<file path="src/rtl/fpga_cfg_pkg.sv">
// Shared definitions for the logic-element configuration path.
// State encoding and bitstream sizing helpers.
package fpga_cfg_pkg;

    localparam int LE_CTRL_BITS = 19;

    typedef enum logic [2:0] {
        IDLE   = 3'd0,
        FETCH  = 3'd1,
        SETUP  = 3'd2,
        HIGH   = 3'd3,
        LOW    = 3'd4,
        COMMIT = 3'd5,
        DONE   = 3'd6
    } cfg_state_t;

    function automatic int num_words(
        input int total_bits,
        input int word_width
    );
        return (total_bits + word_width - 1) / word_width;
    endfunction

endpackage

</file>
<file path="src/rtl/cfg_phase_timer.sv">
// Loadable down-counter that times the prog_clk phases.
// tc is high while the count sits at zero.
module cfg_phase_timer #(
    parameter int CLK_DIV = 2,
    parameter int WIDTH   = $clog2(CLK_DIV) + 1
) (
    input  logic             clk,
    input  logic             rst,
    input  logic             load,
    input  logic [WIDTH-1:0] value,
    output logic             tc
);

    logic [WIDTH-1:0] count;

    always_ff @(posedge clk) begin
        if (rst) begin
            count <= '0;
        end else if (load) begin
            count <= value;
        end else if (count != '0) begin
            count <= count - 1'b1;
        end
    end

    assign tc = (count == '0);

endmodule

</file>
<file path="src/rtl/config_loader.sv">
// Serialises host bitstream words into the logic-element chain
// and commits the chain with a falling edge on prog_en.
module config_loader
    import fpga_cfg_pkg::*;
#(
    parameter int NUM_ELEMENTS = 4,
    parameter int WORD_WIDTH   = 8,
    parameter int CLK_DIV      = 2
) (
    input  logic                  clk,
    input  logic                  rst,
    input  logic                  start,
    input  logic [WORD_WIDTH-1:0] cfg_data,
    input  logic                  cfg_valid,
    output logic                  cfg_ready,
    output logic                  prog_in,
    output logic                  prog_clk,
    output logic                  prog_en,
    output logic                  busy,
    output logic                  done
);

    localparam int TOTAL_BITS = NUM_ELEMENTS * LE_CTRL_BITS;
    localparam int BCW = $clog2(TOTAL_BITS + 1);
    localparam int WCW = $clog2(WORD_WIDTH + 1);
    localparam int TW  = $clog2(CLK_DIV) + 1;

    // LOW already supplies one low cycle, so SETUP after LOW is one shorter.
    localparam logic [TW-1:0] FULL_T  = TW'(CLK_DIV - 1);
    localparam logic [TW-1:0] SHORT_T =
        (CLK_DIV > 1) ? TW'(CLK_DIV - 2) : '0;

    cfg_state_t            state;
    logic [WORD_WIDTH-1:0] shift_word;
    logic [WORD_WIDTH-1:0] next_word;
    logic [BCW-1:0]        bit_cnt;
    logic [WCW-1:0]        word_bits;
    logic                  last_bit;
    logic                  word_end;
    logic                  tmr_load;
    logic [TW-1:0]         tmr_value;
    logic                  tmr_tc;

    assign next_word = shift_word << 1;
    assign last_bit  = (bit_cnt == BCW'(TOTAL_BITS));
    assign word_end  = (word_bits == WCW'(WORD_WIDTH));

    always_comb begin
        tmr_load  = 1'b0;
        tmr_value = FULL_T;
        unique case (state)
            FETCH: tmr_load = cfg_valid && cfg_ready;
            SETUP: tmr_load = tmr_tc;
            LOW: begin
                tmr_load  = 1'b1;
                tmr_value = last_bit ? FULL_T : SHORT_T;
            end
            default: tmr_load = 1'b0;
        endcase
    end

    cfg_phase_timer #(
        .CLK_DIV (CLK_DIV),
        .WIDTH   (TW)
    ) u_timer (
        .clk   (clk),
        .rst   (rst),
        .load  (tmr_load),
        .value (tmr_value),
        .tc    (tmr_tc)
    );

    always_ff @(posedge clk) begin
        if (rst) begin
            state      <= IDLE;
            shift_word <= '0;
            bit_cnt    <= '0;
            word_bits  <= '0;
            cfg_ready  <= 1'b0;
            prog_in    <= 1'b0;
            prog_clk   <= 1'b0;
            prog_en    <= 1'b0;
            busy       <= 1'b0;
            done       <= 1'b0;
        end else begin
            unique case (state)
                IDLE: begin
                    if (start) begin
                        state     <= FETCH;
                        busy      <= 1'b1;
                        prog_en   <= 1'b1;
                        cfg_ready <= 1'b1;
                        bit_cnt   <= '0;
                        word_bits <= '0;
                    end
                end
                FETCH: begin
                    if (cfg_valid && cfg_ready) begin
                        shift_word <= cfg_data;
                        word_bits  <= '0;
                        prog_in    <= cfg_data[WORD_WIDTH-1];
                        cfg_ready  <= 1'b0;
                        state      <= SETUP;
                    end
                end
                SETUP: begin
                    if (tmr_tc) begin
                        prog_clk <= 1'b1;
                        state    <= HIGH;
                    end
                end
                HIGH: begin
                    // Next bit is presented on the falling edge of prog_clk.
                    if (tmr_tc) begin
                        prog_clk   <= 1'b0;
                        prog_in    <= next_word[WORD_WIDTH-1];
                        shift_word <= next_word;
                        bit_cnt    <= bit_cnt + 1'b1;
                        word_bits  <= word_bits + 1'b1;
                        state      <= LOW;
                    end
                end
                LOW: begin
                    if (last_bit) begin
                        state <= COMMIT;
                    end else if (word_end) begin
                        cfg_ready <= 1'b1;
                        state     <= FETCH;
                    end else if (CLK_DIV == 1) begin
                        prog_clk <= 1'b1;
                        state    <= HIGH;
                    end else begin
                        state <= SETUP;
                    end
                end
                COMMIT: begin
                    if (tmr_tc) begin
                        prog_en <= 1'b0;
                        busy    <= 1'b0;
                        done    <= 1'b1;
                        state   <= DONE;
                    end
                end
                DONE: begin
                    done    <= 1'b0;
                    prog_in <= 1'b0;
                    state   <= IDLE;
                end
                default: state <= IDLE;
            endcase
        end
    end

endmodule

</file>
<file path="config.mk">
export PLATFORM = sky130hd
export DESIGN_NAME = config_loader
export DESIGN_NICKNAME = d
export VERILOG_FILES = /design/src/rtl/fpga_cfg_pkg.sv /design/src/rtl/cfg_phase_timer.sv /design/src/rtl/config_loader.sv
export SDC_FILE = /design/constraint.sdc
export NUM_CORES = 1
export LEC_CHECK = 0
export ABC_AREA = 0
export CAP_MARGIN = 40
export CORE_ASPECT_RATIO = 1.1
export CORE_UTILIZATION = 50
export DETAILED_ROUTE_END_ITERATION = 6
export PLACE_DENSITY = 0.73
export SETUP_SLACK_MARGIN = 0.4
export SYNTH_ARGS = -nofsm -noshare
export SYNTH_HDL_FRONTEND = slang
export SYNTH_SLANG_ARGS = --single-unit
</file>
<file path="constraint.sdc">
create_clock -name clk -period 2.1 [get_ports clk]
set_clock_uncertainty 0.15 [all_clocks]
set_input_delay 0.525 -clock clk [delete_from_list [all_inputs] [get_ports clk]]
set_output_delay 0.525 -clock clk [all_outputs]
set_load 0.01 [all_outputs]
</file>
Word-level counts from Yosys, hierarchy flattened --
Cells that the tools add are included.
Cells by class: order comparisons 0, eq/ne operators 15, bitwise operators 0, shift-type cells 0, mux-type cells 36, add/sub/neg operators 3, reductions and logical operators 22, divide/modulo/power cells 0, multiply operators 0
Operators with widths (number):
- 2-to-1 mux 7 bit | 4
- case mux 7 bit (2 select lines) | 2
- 2-to-1 mux 3 bit | 6
- case mux 3 bit (6 select lines) | 1
- AND reduction 3 bit | 5
- inequality test 2 bit, second input constant | 7
- nonzero test 2 bit | 7
- 2-to-1 mux 4 bit | 3
- case mux 4 bit (3 select lines) | 1
- AND reduction 5 bit | 2
- equality test 3 bit, second input constant | 3
- 2-to-1 mux 1 bit | 9
- case mux 1 bit (3 select lines) | 3
- nonzero test 3 bit | 3
- 2-to-1 mux 2 bit | 4
- adder 7 x 1 -> 7 bit, second input constant | 1
- equality test 7 bit, second input constant | 1
- equality test 3 x 2 -> 1 bit, second input constant | 2
- case mux 1 bit (2 select lines) | 3
- adder 4 x 1 -> 4 bit, second input constant | 1
- equality test 4 bit, second input constant | 1
- AND reduction 4 bit | 1
- equality test 3 x 1 -> 1 bit, second input constant | 1
- logical NOT 3 bit | 1
- 4 further kinds | 4
Word-level totals: output and inout port bits 6, bits of input ports 12, memories 0, word-level logic and storage cells 86, register bits after elaboration 28, bits in latches 0, memory bits (read-only) 0, RAM bits 0

Depth between registers and ports, before layout --
Gate-level depths: netlist of run 1.
word-level depth 4, depth in mapped cells 7, gate-level depth less buffers 6

Hierarchy --
Synthesis of run 1 repeated with hierarchy kept, for this count alone.
Second synthesis, totals: cell total of the unflattened synthesis 184, area total of the unflattened synthesis 1545.2 um^2
Modules (own cells, without submodules):
- config_loader | area an instance 1423.9 um^2, cells each 172, instances 1
- cfg_phase_timer | area an instance 121.4 um^2, cells each 12, instances 1

Least setup slack after synthesis of run 1 --
No wires, ideal clock.
kind input-to-reg, start point input port start, end point register bit_cnt[5], path slack 224 ps, stages 4, arrival 1656 ps, setup time 70 ps, path through or3b_1 a21o_1 or4_1 a21oi_1
On the way: word-level cells in the longest chain between the ends 2
Ends and longest elaborated chain:
- start: declaration | RTL line config_loader.sv:12 | input logic start,
- inequality test 2 bit (no source line)
- AND reduction 3 bit (no source line)
- end signal: assignment | RTL line config_loader.sv:118 | bit_cnt <= bit_cnt + 1'b1;
- end: declaration | RTL line config_loader.sv:36 | logic [BCW-1:0] bit_cnt;
No other way between the ends. A chain may end at the register's enable or synchronous reset.

Worst setup path after layout of run 1 --
start point register state[0], end point register bit_cnt[6]
On the way: word-level cells in the longest chain between the ends 3, elaborated cells between the ends (all ways) 7, classes of those cells 3 x eq/ne; 1 x mux; 3 x reduce/logical
Ends and longest elaborated chain:
- start: declaration | RTL line config_loader.sv:33 | cfg_state_t state;
- start signal: assignment | RTL line config_loader.sv:75 | state <= IDLE;
- start signal: assignment | RTL line config_loader.sv:89 | state <= FETCH;
- start signal: assignment | RTL line config_loader.sv:103 | state <= SETUP;
- equality test 3 x 2 -> 1 bit / logical NOT 3 bit (equally long branches) | RTL line config_loader.sv:86 | unique case (state)
- inequality test 2 bit (no source line) / nonzero test 2 bit (equally long branches)
- AND reduction 3 bit (no source line)
Parallel ways exist; a longest one is shown, timed or not.

==> metrics.log, run 1 <==
INFO  metric finalHoldViolations = 0
INFO  metric worst_r2r_startpoint = state[0]
INFO  metric layoutNonFillerInstCount = 252
INFO  metric ctsRootBufferMaster = clkbuf_4
INFO  metric utilization = 71.8%
INFO  metric p_clk_share = 11.7%
INFO  metric worst_supply_voltage_drop_on_vdd = 0.726 mV
INFO  metric synth-seq-cells = 28
INFO  metric mostFrequentLayoutCell = nor2_1
INFO  metric gp_congestion = 0.806
INFO  metric vias_per_cell = 5.98
INFO  metric cp_class = reg2reg
INFO  metric synthToLayoutAreaGrowth = 34.0%
INFO  metric internal_power = 1.19 mW
INFO  metric num_vias = 1507
INFO  metric final.fill_count = 215
INFO  metric grt_setup_unrepaired = yes
INFO  metric tritoncts_clock_tree = done
INFO  metric detailedRoute.firstIterationViolations = 50
INFO  metric cts_max_path_buffers = 2
INFO  metric holdBufCountCts = 0
INFO  metric min_delay_path_depth = 2
INFO  metric rows = 20
INFO  metric worstHoldEndpoint = prog_in
INFO  metric diodes = 0
INFO  metric ctsHtreeMaxLevel = 1
INFO  metric timing.hold.worst.class = reg2reg
INFO  metric standard_cell_core_area = 0.00283 mm²
INFO  metric ys.warnings.count = 0
INFO  metric slowest_delay = 0.41 ns
INFO  metric post-synth-top-area-cell = dfxtp_1
INFO  metric reg2regPathDepth = 5
INFO  metric hpwlAfterDp = 2490 µm
INFO  metric cts_buffers = 3
INFO  metric synth.top_cell.area_share = 37.0%
INFO  metric synth.yosys.seq_area_share = 37.0%
INFO  metric worst_skew_pair.late_latency = 0.32 ns
INFO  metric grt_usage = 25.4%
INFO  metric detail-route-antenna-nets = 0
INFO  metric fp.dieArea = 0.00325 mm²
INFO  metric gr-total-overflow = 0
INFO  metric fmaxAchievable = 0.549 GHz
INFO  metric worst_path_max_delay_cell = or4_4
INFO  metric comb_power_share = 52.8%
INFO  metric ys_async_sr_fraction = 0%
INFO  metric critical_path.endpoint_type = register
INFO  metric timing_worst_slew_pin_value = 0.361 ns
INFO  metric buffer_ports.inserted = 17
INFO  metric finalSetupViolCount = 0
INFO  metric synth-edff-count = 0
INFO  metric final.min_clock_period = 1.82 ns
INFO  metric seq_power_share = 35.5%
INFO  metric post_drt_wl_per_cell = 15.5 µm
INFO  metric clk_pin_slew_worst_paths = 0.15 ns
INFO  metric netlist-cell-type-count = 37
INFO  metric seq_area = 576 µm²
INFO  metric multi_input_comb_area = 950 µm²
INFO  metric max_cap_violations = 0
INFO  metric predominant_post_synthesis_flop_cell = dfxtp_1
INFO  metric antenna_violations_before_repair = 0
INFO  metric vias_in_the_first_global_route = 1407
INFO  metric p_leak = 0.792 nW
INFO  metric cts_num_sinks = 28
INFO  metric synthesis.instances = 186
INFO  metric reg2reg_to = bit_cnt[6]
INFO  metric starting_density_of_the_core = 53.6%
INFO  metric synthesis.nets = 203
INFO  metric timing.final.crit_share = 86.7%
INFO  metric final_cell_mix = 22 x nor2_1, 20 x dfxtp_1, 17 x buf_4, 12 x a21oi_1, 10 x buf_6
INFO  metric grt_pass1_wl = 6090 µm
INFO  metric status = complete, no violations
INFO  metric reg2reg_slack = 0.28 ns
INFO  metric totalWireLength = 3910 µm
INFO  metric max_slew_margin = 75.9%
INFO  metric grt_start_max_net_pins = 21
INFO  metric synthTopCellsByArea = dfxtp_1 37%, nor2_1 5.7%, mux2i_1 5.3%, a21oi_1 4.6%, ha_1 4.1%
INFO  metric net_switching_power_figure = 715 µW
INFO  metric p_per_area = 937 mW/mm²
INFO  metric p_sw_share = 37.6%
INFO  metric drtPass1Iterations = 4
INFO  metric synth.cell_area = 0.00152 mm²
INFO  metric critical_path.cell_chain = or3b_4 -> a21o_1 -> buf_6 -> or4_4 -> a21oi_2
INFO  metric arrival_time_of_the_worst_setup_path = 1.94 ns
INFO  metric postSynthAreaPerCell = 8.15 µm²
INFO  metric die_width = 54.5 µm
INFO  metric final_layout_size_suffix_gt1_share = 29.7%
INFO  metric num_io_pins = 18
INFO  metric critical_path_peak_fanout = 6
INFO  metric die_h = 59.7 µm
INFO  metric remaining_drc_errors = 0
INFO  metric required = 2.22 ns
INFO  metric final_nets = 238
INFO  metric hold_path_startpoint = shift_word[6]
INFO  metric finalMaxSlewViolations = 0
INFO  metric start_kind = register
INFO  metric place_inst = 236
worst max-delay path: cells and delay by family, from the launching register on:
| family | cells | cell delay (ns) |
|---|---|---|
| AOI/OAI and AO/OA | 2 | 0.32 |
| buffers and inverters | 1 | 0.13 |
| DFF | 1 | 0.37 |
| and+or+nand+nor | 2 | 0.79 |
layout make-up:
class	instances	share of cell area (%)
well taps	33	2.03
repair buffers	44	19.5
clock buffers	3	1.11
flip-flops and latches	28	28.3
multi-input cells	132	46.8
inverters	12	2.22
worst max path at each step:
stage	from	endpoint	slack, ns	depth (start not counted)
after floorplan	start	bit_cnt[4]	0.28	5
after global placement	start	bit_cnt[6]	-0.26	6
after detailed placement	start	bit_cnt[5]	-0.34	6
after CTS	state[0]	bit_cnt[6]	0.31	5
after global routing	state[0]	bit_cnt[6]	0.26	5
final	state[0]	bit_cnt[6]	0.28	5
synthesized netlist by cell type (all sizes together), types with 4 or more instances:
cell type	count
buf	6
nand2b	4
a31oi	6
a211oi	8
inv	12
nor2	23
dfxtp	28
clkbuf	8
or3	5
nand2	6
mux2i	8
o21ai	8
ha	5
nand3	9
nand3b	4
a21oi	14
sequential cells by signal, indices dropped and copies added (netlist names):
name and count:
done 1, u_timer.count 2, busy 1, word_bits 4, shift_word 7, bit_cnt 7, prog_clk 1, cfg_ready 1
prog_in 1, state 3
routing by layer:
layer  share of wire (%)  track usage (%)
met5                   0                0
met1                  44             33.7
met4                0.49             8.42
met3                 3.0             2.80
met2                  52             42.0
stage by stage:
stage / hold WS, ns / total power, mW / TNS [ns] / instance area, µm² / setup slack (ns)
after floorplan: 0.295 / 1.19 / 0 / 1520 / 0.283
after global placement: 0.304 / 1.37 / -1.33 / 1760 / -0.264
after detailed placement: 0.315 / 1.41 / -1.62 / 1760 / -0.340
after CTS: 0.334 / 1.80 / 0 / 1930 / 0.307
after global routing: 0.352 / 2.01 / 0 / 2030 / 0.260
final: 0.332 / 1.90 / 0 / 2030 / 0.279
timing repair:
action | in CTS | in global routing
gates resized for setup | 39 | 20
pin swaps | 8 | 18
setup endpoints to repair | 29 | 21
setup buffers | 10 | 2
cloned | 1 | 0
cells by family (layout without fill, tap and decap cells):
group / after synthesis / after routing / synth area share (%)
AOI/OAI and AO/OA: 50 / 50 / 21.9
adders and majority gates: 5 / 5 / 4.13
buffers and inverters: 26 / 59 / 7.51
DFF: 28 / 28 / 37.0
muxes: 8 / 8 / 5.29
and+or+nand+nor: 69 / 69 / 24.2
power groups by stage:
stage | clock network, mW | logic (mW) | registers (mW)
floorplan | 0 | 0.512 | 0.675
global placement | 0 | 0.695 | 0.673
detailed placement | 0 | 0.729 | 0.678
CTS | 0.224 | 0.905 | 0.675
global route | 0.244 | 1.08 | 0.687
finish | 0.222 | 1.00 | 0.676
No activity file was read; power rests on OpenSTA's default activity.
==> inputs of run 2 (changes only) <==
Clock period 2.1 ns to 1.8 ns, I/O delays scaled along.
==> metrics.log, run 2 (synthesis results as in run 1) <==
INFO  metric timing.final.crit_share = 109%
INFO  metric cts_max_path_buffers = 2
INFO  metric worst_skew_pair.late_latency = 0.34 ns
INFO  metric status = finished, violations left
INFO  metric totalWireLength = 4870 µm
INFO  metric final_nets = 250
INFO  metric synthToLayoutAreaGrowth = 52.5%
INFO  metric worst_supply_voltage_drop_on_vdd = 0.926 mV
INFO  metric arrival_time_of_the_worst_setup_path = 2.10 ns
INFO  metric gr-max-usage-layer = met2
INFO  metric tritoncts_clock_tree = done
INFO  metric holdBufCountCts = 0
INFO  metric finalSetupViolCount = 2
INFO  metric net_switching_power_figure = 987 µW
INFO  metric standard_cell_core_area = 0.00283 mm²
INFO  metric mostFrequentLayoutCell = buf_4
INFO  metric path_delay_family = simple AND/OR/NAND/NOR gates
INFO  metric p_per_area = 1100 mW/mm²
INFO  metric grt_start_max_net_pins = 21
INFO  metric cp-endpoint = bit_cnt[6]
INFO  metric layout.cell_area.non_filler = 0.00231 mm²
INFO  metric hpwlAfterDp = 2690 µm
INFO  metric critical_path.cell_chain = or3b_4 -> a21o_1 -> buf_6 -> or4_1 -> a21oi_1
INFO  metric antenna_violations_before_repair = 0
INFO  metric cts_buffers = 3
INFO  metric timing.hold.worst.class = reg2reg
INFO  metric comb_power_share = 57.7%
INFO  metric reg2regPathDepth = 5
INFO  metric p_leak = 0.882 nW
INFO  metric postPlaceCellArea = 0.00191 mm²
INFO  metric groute.layer.met3.usage = 2.80%
INFO  metric final.min_clock_period = 1.97 ns
INFO  metric rows = 20
INFO  metric gr-total-overflow = 0
INFO  metric finalMaxSlewViolations = 0
INFO  metric fmaxAchievable = 0.508 GHz
INFO  metric met1_usage = 34.8%
INFO  metric violations = setup timing
INFO  metric grt_usage = 29.1%
INFO  metric grt_pass1_wl = 6820 µm
INFO  metric fp.dieArea = 0.00325 mm²
INFO  metric cts_num_sinks = 28
INFO  metric reg_top3 = bit_cnt: 7 flops, shift_word: 7 flops, word_bits: 4 flops
INFO  metric num_vias = 1650
INFO  metric post_drt_wl_per_cell = 18.5 µm
INFO  metric reg2reg_to = bit_cnt[6]
INFO  metric critical_path_buf_inv_count = 1
INFO  metric cp_class = reg2reg
INFO  metric p_sw_share = 38.7%
INFO  metric clk_pin_slew_worst_paths = 0.15 ns
INFO  metric num_io_pins = 18
INFO  metric ctsRootBufferMaster = clkbuf_4
INFO  metric timing_worst_slew_pin_value = 0.331 ns
INFO  metric final_cell_mix = 25 x buf_4, 18 x nor2_1, 15 x dfxtp_1, 14 x buf_6, 11 x dfxtp_2
INFO  metric final_critical_path_setup_slack = -0.167 ns
INFO  metric drtPass1Iterations = 5
INFO  metric die_h = 59.7 µm
INFO  metric finalHoldViolations = 0
INFO  metric critical_path_depth = 5
INFO  metric remaining_drc_errors = 0
INFO  metric starting_density_of_the_core = 53.6%
INFO  metric buffer_ports.inserted = 17
INFO  metric final_layout_size_suffix_gt1_share = 45.0%
INFO  metric place_inst = 245
INFO  metric gp_congestion = 0.878
INFO  metric final.fill_count = 174
INFO  metric max_slew_margin = 77.9%
INFO  metric grtUsageMet2 = 49.5%
INFO  metric die_width = 54.5 µm
INFO  metric detailedRoute.firstIterationViolations = 111
INFO  metric seq_power_share = 31.7%
INFO  metric ctsHtreeMaxLevel = 1
INFO  metric utilization = 81.7%
INFO  metric critical_path.endpoint_type = register
INFO  metric p_clk_share = 10.6%
INFO  metric start_kind = register
INFO  metric diodes = 0
INFO  metric hold-worst-slack = 0.348 ns
INFO  metric grt_setup_unrepaired = yes
INFO  metric slowest_delay = 0.45 ns
INFO  metric worst_path_max_delay_cell = or4_1
INFO  metric worst_r2r_startpoint = state[1]
INFO  metric detail-route-antenna-nets = 0
INFO  metric vias_in_the_first_global_route = 1558
INFO  metric vias_per_cell = 6.25
INFO  metric critical_path_peak_fanout = 4
INFO  metric worst_setup_path_startpoint = state[1]
INFO  metric reg2reg_slack = -0.17 ns
INFO  metric internal_power = 1.56 mW
INFO  metric required = 1.93 ns
INFO  metric max_cap_violations = 0
INFO  metric layoutNonFillerInstCount = 264
-- run 2: changes by cell type in the layout (fill, tap and decap cells not counted), moves of 3 or more --
| cell | delta |
|---|---|
| buf_4 | +8 |
| dlygate4sd2_1 | -4 |
| buf_6 | +4 |
| dfxtp_2 | +5 |
| nor2_2 | +3 |
| nor2_1 | -4 |
| a21oi_1 | -3 |
| dfxtp_1 | -5 |
| a211oi_1 | -3 |
-- run 2: tightest hold or removal path, cell delays in order, from the launching register on --
cell and delay (ns):
dfxtp_1 0.34, inv_1 0.06, a311oi_2 0.08
-- run 2: how the worst min path moves through the flow --
stage	depth (start not counted)	end	start
2_1_floorplan	2	prog_in	shift_word[6]
3_3_place_gp	2	shift_word[0]	shift_word[0]
3_5_place_dp	2	prog_in	shift_word[6]
4_1_cts	2	prog_in	shift_word[6]
5_1_grt	2	prog_in	shift_word[6]
6_report	2	prog_in	shift_word[6]
-- run 2: power by group through the flow --
stage / clock [mW] / combinational, mW / sequential [mW]
after floorplan: 0 / 0.703 / 0.801
after global placement: 0 / 0.967 / 0.797
after detailed placement: 0 / 0.985 / 0.806
after CTS: 0.271 / 1.20 / 0.798
after global routing: 0.289 / 1.56 / 0.820
final: 0.271 / 1.47 / 0.807
-- run 2: metrics by stage --
stage,power (mW),setup TNS (ns),setup slack [ns]
global placement,1.76,-5.77,-0.519
global route,2.67,-0.271,-0.164
detailed placement,1.79,-6.59,-0.549
floorplan,1.50,0,0.0584
CTS,2.27,-0.0136,-0.0131
finish,2.55,-0.211,-0.167
-- run 2: metal layers --
layer  share of wire, %  vias to the layer above
met5                  0                        -
met4                3.3                        0
met3                4.7                       21
met2                 51                       73
met1                 41                      793
li1                   -                      763
-- run 2: final cells by class --
cell class	instances	area, µm²	share of cell area (%)
well taps	33	41.3	1.79
repair buffers	55	549	23.8
flip-flops and latches	28	582	25.2
inverters	12	48.8	2.11
multi-input cells	133	1070	46.2
clock buffers	3	22.5	0.975
-- run 2: repair_timing --
action | in CTS | in global routing
endpoints found under the setup margin | 33 | 34
gates cloned | 2 | 0
buffers inserted | 10 | 4
resized for setup | 65 | 33
pin swaps | 19 | 18
endpoints found under the hold margin | 0 | 0
==> inputs of run 3 (changes only) <==
Settings changed: CORE_ASPECT_RATIO 1.1 to not set.
==> metrics.log, run 3 (synthesis results as in run 1) <==
INFO  metric status = finished, violations left
INFO  metric violations = DRC, setup timing
INFO  metric utilization = 84.3%
INFO  metric cts_num_sinks = 28
INFO  metric p_per_area = 1250 mW/mm²
INFO  metric setup_tns = -0.0647 ns
INFO  metric fp.dieArea = 0.00325 mm²
INFO  metric synthToLayoutAreaGrowth = 56.2%
INFO  metric postPlaceCellArea = 0.00188 mm²
INFO  metric reg2reg_slack = -0.06 ns
INFO  metric start_kind = register
INFO  metric reg2regPathDepth = 7
INFO  metric hold_path_startpoint = shift_word[6]
INFO  metric critical_path_peak_fanout = 4
INFO  metric grt_usage = 26.6%
INFO  metric grt_start_max_net_pins = 21
INFO  metric max_cap_violations = 0
INFO  metric gp_congestion = 0.881
INFO  metric ctsRootBufferMaster = clkbuf_4
INFO  metric cp_class = reg2reg
INFO  metric final_cell_mix = 27 x buf_4, 18 x nor2_1, 16 x dfxtp_1, 13 x buf_6, 11 x a21oi_1
INFO  metric rows = 19
INFO  metric max_slew_margin = 73.6%
INFO  metric layout.cell_area.non_filler = 0.00237 mm²
INFO  metric finalMaxSlewViolations = 0
INFO  metric worst_r2r_startpoint = u_timer.count[0]
INFO  metric die_h = 57.1 µm
INFO  metric finalSetupViolCount = 1
INFO  metric min_delay_path_depth = 2
INFO  metric holdBufCountCts = 0
INFO  metric standard_cell_core_area = 0.00281 mm²
INFO  metric reg2reg_to = bit_cnt[2]
INFO  metric finalHoldViolations = 0
INFO  metric grt_setup_unrepaired = yes
INFO  metric totalWireLength = 4680 µm
INFO  metric mostFrequentLayoutCell = buf_4
INFO  metric tritoncts_clock_tree = done
INFO  metric final_layout_size_suffix_gt1_share = 42.8%
INFO  metric detailedRoute.firstIterationViolations = 96
INFO  metric critical_path.endpoint_type = register
INFO  metric grt_pass1_wl = 6780 µm
INFO  metric worst_skew_pair.late_latency = 0.35 ns
INFO  metric starting_density_of_the_core = 54.0%
INFO  metric worst_supply_voltage_drop_on_vdd = 0.817 mV
INFO  metric clk_pin_slew_worst_paths = 0.15 ns
INFO  metric die_width = 57.1 µm
INFO  metric final_critical_path_setup_slack = -0.0647 ns
INFO  metric vias_in_the_first_global_route = 1474
INFO  metric timing_worst_slew_pin_value = 0.392 ns
INFO  metric num_io_pins = 18
INFO  metric final_nets = 254
INFO  metric buffer_ports.inserted = 17
INFO  metric hpwlAfterDp = 2470 µm
INFO  metric remaining_drc_errors = 4
INFO  metric post_drt_wl_per_cell = 17.5 µm
INFO  metric timing.hold.worst.class = reg2reg
INFO  metric timing.final.crit_share = 104%
INFO  metric preCtsSetupSlack = -0.533 ns
INFO  metric worstHoldEndpoint = shift_word[6]
INFO  metric final.min_clock_period = 1.86 ns
INFO  metric cts_max_path_buffers = 2
INFO  metric drtPass1Iterations = 6
INFO  metric arrival_time_of_the_worst_setup_path = 1.94 ns
INFO  metric num_vias = 1667
INFO  metric vias_per_cell = 6.24
INFO  metric ctsHtreeMaxLevel = 1
INFO  metric cts_buffers = 3
INFO  metric p_leak = 0.925 nW
INFO  metric fmaxAchievable = 0.536 GHz
INFO  metric reg_top3 = bit_cnt: 7 flops, shift_word: 7 flops, word_bits: 4 flops
INFO  metric gr-total-overflow = 0
INFO  metric detail-route-antenna-nets = 0
INFO  metric required = 1.87 ns
INFO  metric final.fill_count = 153
INFO  metric diodes = 0
INFO  metric antenna_violations_before_repair = 0
## run 3: metal layers
layer	track usage [%]	routed length [µm]	share of wire, %
met4	10.5	206	4.4
met5	0	0	0
met2	46.6	2340	50
met3	3.17	261	5.6
met1	33.4	1870	40
## run 3: repair_timing
action / 4_1_cts / 5_1_grt
endpoints found under the setup margin: 31 / 34
pin swaps: 13 / 18
resized for setup: 51 / 38
gates cloned: 2 / 1
buffers inserted: 9 / 11
## run 3: critical path: stages (launching register included)
cell and delay [ns]:
dfxtp_2 0.36, inv_2 0.08, ha_4 0.15, nand3_1 0.16
a21o_2 0.29, buf_4 0.15, o21ai_0 0.27, a21oi_1 0.14
## run 3: through the flow
stage / std cells / hold WS (ns) / power [mW]
final: 267 / 0.344 / 2.97
after global routing: 267 / 0.375 / 3.09
after CTS: 255 / 0.333 / 2.49
after detailed placement: 240 / 0.311 / 1.80
after global placement: 240 / 0.310 / 1.75
after floorplan: 186 / 0.297 / 1.50
## run 3: how the worst max path moves through the flow
stage	start	end	slack [ns]
5_1_grt	state[1]	prog_in	-0.05
3_5_place_dp	start	bit_cnt[6]	-0.53
4_1_cts	state[1]	bit_cnt[6]	0.06
2_1_floorplan	start	bit_cnt[4]	0.06
6_report	u_timer.count[0]	bit_cnt[2]	-0.06
3_3_place_gp	start	bit_cnt[6]	-0.51
## run 3: cell type report
cell class | instances | area, µm² | share of cell area, %
clock inverter | 1 | 30.0 | 1.27
multi-input combinational | 133 | 1040 | 43.9
tap | 31 | 38.8 | 1.64
inverter | 12 | 45.0 | 1.90
sequential | 28 | 581 | 24.5
clock buffer | 3 | 22.5 | 0.952
timing repair buffer | 59 | 609 | 25.8
## run 3: report_power, final
| part | leakage (nW) | switching (mW) | internal (mW) | total [mW] |
|---|---|---|---|---|
| Sequential | 0.233 | 0.0879 | 0.734 | 0.822 |
| Combinational | 0.664 | 0.777 | 0.940 | 1.72 |
| Clock | 0.0279 | 0.202 | 0.225 | 0.427 |
